[src/rtl/wb_pkg.sv]
// Shared Wishbone widths, slave FSM states and the latched request payload.
package wb_pkg;

    localparam int unsigned WB_AW = 32;
    localparam int unsigned WB_DW = 32;
    localparam int unsigned WB_SW = 4;

    typedef enum logic [1:0] {
        IDLE,
        WAIT,
        RESP
    } wb_slv_state_e;

    typedef struct packed {
        logic             we;
        logic [WB_AW-1:0] adr;
        logic [WB_DW-1:0] dat;
        logic [WB_SW-1:0] sel;
    } wb_req_t;

endpackage

[src/rtl/wb_slave_mem_if.sv]
// Wishbone classic bus bundle; signal names follow the slave's point of view.
interface wb_slave_mem_if;
    import wb_pkg::*;

    logic             wb_cyc_i;
    logic             wb_stb_i;
    logic             wb_we_i;
    logic [WB_AW-1:0] wb_adr_i;
    logic [WB_DW-1:0] wb_dat_i;
    logic [WB_SW-1:0] wb_sel_i;
    logic [WB_DW-1:0] wb_dat_o;
    logic             wb_ack_o;
    logic             wb_err_o;

    modport slave (
        input  wb_cyc_i, wb_stb_i, wb_we_i, wb_adr_i, wb_dat_i, wb_sel_i,
        output wb_dat_o, wb_ack_o, wb_err_o
    );

    modport master (
        output wb_cyc_i, wb_stb_i, wb_we_i, wb_adr_i, wb_dat_i, wb_sel_i,
        input  wb_dat_o, wb_ack_o, wb_err_o
    );

endinterface

[src/rtl/wb_mem_array.sv]
// DEPTH x 32 word storage: byte-lane synchronous write, combinational read, reset clears all words.
module wb_mem_array
    import wb_pkg::*;
#(
    parameter int unsigned DEPTH = 16
) (
    input  logic                     clk,
    input  logic                     rst,
    input  logic                     we,
    input  logic [$clog2(DEPTH)-1:0] idx,
    input  logic [WB_DW-1:0]         wdata,
    input  logic [WB_SW-1:0]         sel,
    output logic [WB_DW-1:0]         rdata
);

    logic [WB_DW-1:0] mem_q [DEPTH];
    logic [WB_DW-1:0] mem_d [DEPTH];

    always_comb begin
        mem_d = mem_q;
        if (we) begin
            for (int unsigned b = 0; b < WB_SW; b++) begin
                if (sel[b]) begin
                    mem_d[idx][8*b +: 8] = wdata[8*b +: 8];
                end
            end
        end
    end

    always_ff @(posedge clk or posedge rst) begin
        if (rst) begin
            mem_q <= '{default: '0};
        end else begin
            mem_q <= mem_d;
        end
    end

    assign rdata = mem_q[idx];

endmodule

[src/rtl/wb_slave_mem.sv]
// Wishbone classic responder over a word memory with programmable wait states and
// out-of-range error termination.
module wb_slave_mem
    import wb_pkg::*;
#(
    parameter int unsigned      DEPTH       = 16,
    parameter int unsigned      WAIT_STATES = 1,
    parameter logic [WB_AW-1:0] BASE_ADDR   = 32'h0000_0000
) (
    input  logic          clk,
    input  logic          rst,
    wb_slave_mem_if.slave wb
);

    localparam int unsigned      IW      = $clog2(DEPTH);
    localparam logic [WB_AW-1:0] SPAN    = WB_AW'(DEPTH * 4);
    localparam logic [3:0]       WS_LOAD = (WAIT_STATES == 0) ? 4'd0 : 4'(WAIT_STATES - 1);

    wb_slv_state_e    state_q, state_d;
    logic [3:0]       cnt_q, cnt_d;
    wb_req_t          req_q, req_d;
    logic             in_range_q, in_range_d;
    logic             ack_q, ack_d;
    logic             err_q, err_d;
    logic [WB_DW-1:0] dat_q, dat_d;

    wb_req_t          live_req, cur_req;
    logic [WB_AW-1:0] cur_off;
    logic             range_hit, cur_in;
    logic [IW-1:0]    cur_idx;
    logic             enter_resp;
    logic             mem_we;
    logic [WB_DW-1:0] mem_rdata;

    // In IDLE a zero-wait request terminates straight from the live bus; otherwise use the latch.
    always_comb begin
        live_req  = '{we: wb.wb_we_i, adr: wb.wb_adr_i, dat: wb.wb_dat_i, sel: wb.wb_sel_i};
        cur_req   = (state_q == IDLE) ? live_req : req_q;
        cur_off   = cur_req.adr - BASE_ADDR;
        range_hit = (cur_req.adr >= BASE_ADDR) && (cur_off < SPAN);
        cur_in    = (state_q == IDLE) ? range_hit : in_range_q;
        cur_idx   = IW'(cur_off >> 2);
    end

    always_comb begin
        state_d    = state_q;
        cnt_d      = cnt_q;
        req_d      = req_q;
        in_range_d = in_range_q;
        ack_d      = 1'b0;
        err_d      = 1'b0;
        dat_d      = dat_q;
        enter_resp = 1'b0;

        case (state_q)
            IDLE: begin
                if (wb.wb_cyc_i && wb.wb_stb_i) begin
                    req_d      = live_req;
                    in_range_d = range_hit;
                    if (WAIT_STATES == 0) begin
                        enter_resp = 1'b1;
                    end else begin
                        cnt_d   = WS_LOAD;
                        state_d = WAIT;
                    end
                end
            end
            WAIT: begin
                if (!(wb.wb_cyc_i && wb.wb_stb_i)) begin
                    state_d = IDLE;
                end else if (cnt_q == 4'd0) begin
                    enter_resp = 1'b1;
                end else begin
                    cnt_d = cnt_q - 4'd1;
                end
            end
            RESP:    state_d = IDLE;
            default: state_d = IDLE;
        endcase

        if (enter_resp) begin
            state_d = RESP;
            ack_d   = cur_in;
            err_d   = !cur_in;
            if (!cur_req.we) begin
                dat_d = cur_in ? mem_rdata : '0;
            end
        end
    end

    assign mem_we = enter_resp && cur_in && cur_req.we;

    always_ff @(posedge clk or posedge rst) begin
        if (rst) begin
            state_q    <= IDLE;
            cnt_q      <= '0;
            req_q      <= '0;
            in_range_q <= 1'b0;
            ack_q      <= 1'b0;
            err_q      <= 1'b0;
            dat_q      <= '0;
        end else begin
            state_q    <= state_d;
            cnt_q      <= cnt_d;
            req_q      <= req_d;
            in_range_q <= in_range_d;
            ack_q      <= ack_d;
            err_q      <= err_d;
            dat_q      <= dat_d;
        end
    end

    wb_mem_array #(
        .DEPTH (DEPTH)
    ) u_mem (
        .clk   (clk),
        .rst   (rst),
        .we    (mem_we),
        .idx   (cur_idx),
        .wdata (cur_req.dat),
        .sel   (cur_req.sel),
        .rdata (mem_rdata)
    );

    assign wb.wb_dat_o = dat_q;
    assign wb.wb_ack_o = ack_q;
    assign wb.wb_err_o = err_q;

endmodule
[src/flat_wrapper.sv]
// flat-port wrapper written by rule: the top's interface ports become plain ports
module wb_slave_mem_flat import wb_pkg::*;
#(
    parameter int unsigned      DEPTH       = 16,
    parameter int unsigned      WAIT_STATES = 1,
    parameter logic [WB_AW-1:0] BASE_ADDR   = 32'h0000_0000
)
  (clk, rst, wb_wb_cyc_i, wb_wb_stb_i, wb_wb_we_i, wb_wb_adr_i, wb_wb_dat_i, wb_wb_sel_i, wb_wb_dat_o, wb_wb_ack_o, wb_wb_err_o);
  wb_slave_mem_if wb_i ();
  input  logic clk;
  input  logic rst;
  input wire logic [$bits(wb_i.wb_cyc_i)-1:0] wb_wb_cyc_i;
  input wire logic [$bits(wb_i.wb_stb_i)-1:0] wb_wb_stb_i;
  input wire logic [$bits(wb_i.wb_we_i)-1:0] wb_wb_we_i;
  input wire logic [$bits(wb_i.wb_adr_i)-1:0] wb_wb_adr_i;
  input wire logic [$bits(wb_i.wb_dat_i)-1:0] wb_wb_dat_i;
  input wire logic [$bits(wb_i.wb_sel_i)-1:0] wb_wb_sel_i;
  output wire logic [$bits(wb_i.wb_dat_o)-1:0] wb_wb_dat_o;
  output wire logic [$bits(wb_i.wb_ack_o)-1:0] wb_wb_ack_o;
  output wire logic [$bits(wb_i.wb_err_o)-1:0] wb_wb_err_o;
  assign wb_i.wb_cyc_i = wb_wb_cyc_i;
  assign wb_i.wb_stb_i = wb_wb_stb_i;
  assign wb_i.wb_we_i = wb_wb_we_i;
  assign wb_i.wb_adr_i = wb_wb_adr_i;
  assign wb_i.wb_dat_i = wb_wb_dat_i;
  assign wb_i.wb_sel_i = wb_wb_sel_i;
  assign wb_wb_dat_o = wb_i.wb_dat_o;
  assign wb_wb_ack_o = wb_i.wb_ack_o;
  assign wb_wb_err_o = wb_i.wb_err_o;
  wb_slave_mem #(.DEPTH(DEPTH), .WAIT_STATES(WAIT_STATES), .BASE_ADDR(BASE_ADDR)) u_core (.clk(clk), .rst(rst), .wb(wb_i));
endmodule
[config.mk]
export PLATFORM = sky130hd
export DESIGN_NAME = wb_slave_mem_flat
export DESIGN_NICKNAME = d
export VERILOG_FILES = /design/src/rtl/wb_pkg.sv /design/src/rtl/wb_slave_mem_if.sv /design/src/rtl/wb_mem_array.sv /design/src/rtl/wb_slave_mem.sv /design/src/flat_wrapper.sv
export SDC_FILE = /design/constraint.sdc
export NUM_CORES = 1
export LEC_CHECK = 0
export BUFFER_PORTS_ARGS = -buffer_cell sky130_fd_sc_hd__buf_2
export CORE_MARGIN = 2
export CORE_UTILIZATION = 50
export CTS_CLUSTER_SIZE = 28
export DETAILED_ROUTE_END_ITERATION = 10
export PLACE_DENSITY = 0.72
export SETUP_SLACK_MARGIN = 0.3
export SYNTH_ARGS = -nofsm -noshare
export SYNTH_HDL_FRONTEND = slang
export SYNTH_SLANG_ARGS = --single-unit
[constraint.sdc]
create_clock -name clk -period 44.8 [get_ports clk]
set_clock_uncertainty 0.05 [all_clocks]
set_input_delay 6.72 -clock clk [delete_from_list [all_inputs] [get_ports clk]]
set_output_delay 6.72 -clock clk [all_outputs]
set_load 0.05 [all_outputs]
==> out/summary.json <==
{
  "grt_util_all_layers": {"value": 25.31, "unit": "%"},
  "relSlewSlack": {"value": 18.73, "unit": "%"},
  "worst-endpoint-required": {"value": 45.26, "unit": "ns"},
  "post_synth_instance_area": {"value": 0.02770, "unit": "mm2"},
  "power.total": {"value": 1246, "unit": "uW"},
  "layout-drive-gt1-share": {"value": 17.89, "unit": "%"},
  "met3_usage": {"value": 5.301, "unit": "%"},
  "area_contributors_post_synth": {"value": "dfrtp_1 55%, mux2i_1 11%, nand2_1 7.0%"},
  "clk_path_buf_depth": {"value": 3},
  "status": {"value": "finished, final reports clean"},
  "worst_setup_hold_path_clk_slew": {"value": 0.06, "unit": "ns"},
  "drc_errors": {"value": 0},
  "post_route_ant_nets": {"value": 0},
  "highest_clock_frequency_the_design_can_meet": {"value": 105.6, "unit": "MHz"},
  "hold_path.class": {"value": "flop to flop"},
  "worst_skew_pair.late_latency": {"value": 0.61, "unit": "ns"},
  "avgRoutedWirePerCell": {"value": 20.85, "unit": "um"},
  "final-instance-count-excl-fill": {"value": 3413},
  "critical_path.cell_chain": {"value": "buf_2, or3b_2, nand2_4, buf_4, mux2i_1, a221oi_1, o22ai_1, o21ai_0"},
  "postCtsSetupRepairBufs": {"value": 0},
  "grt_start_max_net_pins": {"value": 139},
  "dominantRegCellSynth": {"value": "dfrtp_1"},
  "synthMostInstantiatedCell": {"value": "dfrtp_1"},
  "die_h": {"value": 239.4, "unit": "um"},
  "pwr-share-comb": {"value": 14.8, "unit": "%"},
  "grt_first_pass_wirelength": {"value": 112600, "unit": "um"},
  "timing.hold.ws": {"value": 0.4246, "unit": "ns"},
  "final.setup.tns": {"value": 0, "unit": "ns"},
  "root_buffer": {"value": "clkbuf_16"},
  "cts_hold_repair_buffers": {"value": 0},
  "use_met1": {"value": 33.56, "unit": "%"},
  "horiz_die_dim": {"value": 239.4, "unit": "um"},
  "syn_area_per_cell": {"value": 10.53, "unit": "um2"},
  "final.min_clock_period": {"value": 9.466, "unit": "ns"},
  "power.internal": {"value": 906.2, "unit": "uW"},
  "timing.critical_path.from_type": {"value": "primary input"},
  "seq_power_share": {"value": 45.6, "unit": "%"},
  "crit_path_max_fanout": {"value": 48},
  "clock_sink_count": {"value": 604},
  "count_of_endpoints_failing_hold_in_the_final_timing_report": {"value": 0},
  "initial_utilization": {"value": 50.38, "unit": "%"},
  "grt_overflow_total": {"value": 0},
  "num_rows": {"value": 86},
  "numPlacedInstances": {"value": 3304},
  "fraction_of_registers_with_async_set_reset": {"value": 100.0, "unit": "%"},
  "place_congestion": {"value": 0.8671},
  "net_switching_fraction_of_the_power": {"value": 27.27, "unit": "%"},
  "viasPerCell": {"value": 5.880},
  "max-vdd-ir-drop": {"value": 0.03310, "unit": "mV"},
  "setup-violations-final": {"value": 0},
  "critPathArrivalTime": {"value": 9.92, "unit": "ns"},
  "timing.critical_path.to_type": {"value": "flop"},
  "ys_seq_area_share": {"value": 54.56, "unit": "%"},
  "yosys.cell_types.count": {"value": 58},
  "grt_use_met2": {"value": 41.01, "unit": "%"},
  "io_pins": {"value": 107},
  "critical-path-max-stage-delay": {"value": 0.82, "unit": "ns"},
  "antenna_found_initial": {"value": 7},
  "routed-via-count": {"value": 20070},
  "ys.warnings.count": {"value": 0},
  "final_nets": {"value": 2693},
  "io_buffer_count": {"value": 104},
  "lkg_pwr": {"value": 0.01413, "unit": "uW"},
  "grt_pass1_vias": {"value": 20310},
  "cts-buffers-inserted": {"value": 60},
  "routed_wirelength": {"value": 71160, "unit": "um"},
  "synth.cells.most_frequent": {"value": "604 x dfrtp_1, 514 x nand2_1, 305 x mux2i_1"},
  "report.final.slew_viol_count": {"value": 0},
  "detailedRoute.firstIterationViolations": {"value": 1805},
  "worstMarginPinSlew": {"value": 1.209, "unit": "ns"},
  "synth_largest_area_cell": {"value": "dfrtp_1"},
  "synthToLayoutAreaGrowth": {"value": 9.995, "unit": "%"},
  "cts.repair.resized": {"value": 0},
  "postSynthRegisterBits": {"value": 604},
  "setup_repair_after_global_routing_missed_its_margin": {"value": "no"},
  "clock_power_share": {"value": 39.6, "unit": "%"},
  "synth_edf_count": {"value": 0},
  "syn-instance-count": {"value": 2631},
  "finalCritPeriodShare": {"value": 21.13, "unit": "%"},
  "cts_htree_levels": {"value": 2},
  "synthesis.nets": {"value": 2706},
  "dp_hpwl": {"value": 42780, "unit": "um"},
  "drt_pass1_iterations": {"value": 5},
  "drv.max_cap_violation_count": {"value": 0},
  "crit_path_top_delay_cell": {"value": "buf_4"},
  "grt_most_used_layer": {"value": "met2"},
  "core_area": {"value": 0.05499, "unit": "mm2"},
  "synth_largest_type_area_fraction": {"value": 54.56, "unit": "%"},
  "critPathKind": {"value": "primary input to flop"},
  "pwr_density_cell": {"value": 40.89, "unit": "mW/mm2"},
  "die_area": {"value": 0.05731, "unit": "mm2"},
  "tritoncts": {"value": "yes"},
  "switching_power": {"value": 339.7, "unit": "uW"}
}
## worst max-delay path: cells and delay by family
family                 cells  cell delay, ns
muxes                      1            0.17
buffers and inverters      2            0.96
AOI/OAI and AO/OA          3            0.81
and+or+nand+nor            2            1.19
## per-stage QoR
step / util (%) / area [um2] / setup slack, ns
4_1_cts: 55.40 / 30460 / 35.40
6_report: 55.42 / 30470 / 35.33
3_5_place_dp: 51.90 / 28540 / 34.77
2_1_floorplan: - / 27700 / 21.12
5_1_grt: 55.40 / 30460 / 35.18
3_3_place_gp: 51.90 / 28540 / 34.79
## layout make-up
class	instances	area (um2)
Inverter	40	162.7
Fill cell	4671	24510
Clock buffer	83	1699
Timing Repair Buffer	157	930.9
Antenna cell	5	12.51
Clock inverter	21	221.5
Tap cell	748	935.9
Sequential cell	604	15110
Multi-Input combinational cell	1755	11400
## power by group through the flow
stage / Clock [uW] / Combinational [uW] / Sequential [uW]
3_5_place_dp: 0 / 183 / 577
5_1_grt: 525 / 197 / 569
6_report: 494 / 184 / 568
3_3_place_gp: 0 / 180 / 577
4_1_cts: 502 / 184 / 568
2_1_floorplan: 0 / 127 / 574
## layout by cell type (no fill, tap or decap), types with 4 or more instances in the layout
master      instances
dfrtp_1           604
nand2_1           513
mux2i_1           304
o21ai_0           282
o21ai_2           133
a221oi_1          125
o21ai_1           110
buf_2             104
clkbuf_16          61
mux2_2             53
buf_4              52
inv_1              38
nand3_1            38
o22ai_1            31
or3_1              27
nor2_1             15
nand4_1            14
nand2_2            13
clkbuf_1           13
clkinv_2           12
a21oi_1            10
clkbuf_8            9
nor4_1              8
or4_1               7
nand2b_1            6
o21a_1              6
diode_2             5
or4b_2              5
nor3_1              5
bufinv_16           4
clkinvlp_4          4
## final timing paths
path	cells past startpoint	slack, ns	start	end
worst min register to register	2	0.42	u_core.wb.wb_dat_o[2]$_DFFE_PP0P_	u_core.wb.wb_dat_o[2]$_DFFE_PP0P_
worst max-delay path	8	35.33	wb_wb_adr_i[2]	u_core.wb.wb_dat_o[17]$_DFFE_PP0P_
worst max register to register	6	40.51	u_core.state_q[0]$_DFFE_PP0P_	u_core.u_mem.mem_q[248]$_DFFE_PP0P_
min in group asynchronous	2	6.17	rst	u_core.req_q[9]$_DFFE_PP0P_
max in group asynchronous	4	36.03	rst	u_core.u_mem.mem_q[340]$_DFFE_PP0P_
worst min-delay path	2	0.42	u_core.wb.wb_dat_o[2]$_DFFE_PP0P_	u_core.wb.wb_dat_o[2]$_DFFE_PP0P_
## cell families (layout without fill, tap and decap cells)
kind of cell | count (synthesis) | count (layout) | synth area share, %
AO/OA/AOI/OAI | 714 | 714 | 16.75
AND/OR/NAND/NOR | 679 | 679 | 10.68
flip-flops | 604 | 604 | 54.56
multiplexers | 358 | 358 | 13.17
buffers and inverters | 272 | 301 | 4.688
adder cells (fa/ha/maj) | 2 | 2 | 0.09031
XOR/XNOR | 2 | 2 | 0.06324
other | 0 | 5 | 0
## flip-flops by register name, summed over array words and instances (netlist names)
| register | flops |
|---|---|
| u_core.cnt_q | 4 |
| u_core.in_range_q | 1 |
| u_core.req_q | 51 |
| u_core.state_q | 2 |
| u_core.u_mem.mem_q | 512 |
| u_core.wb.wb_ack_o | 1 |
| u_core.wb.wb_dat_o | 32 |
| u_core.wb.wb_err_o | 1 |
## per-layer routing
layer  part of all wire (%)  routed length [um]  vias up
met5                  0.048                  34        -
met4                    3.4                2415        6
met3                    7.6                5392      149
met2                     47               33280      648
met1                     42               30030     9944
li1                       -                   -     9323
Note: power is estimated with default switching activity, not from simulation.
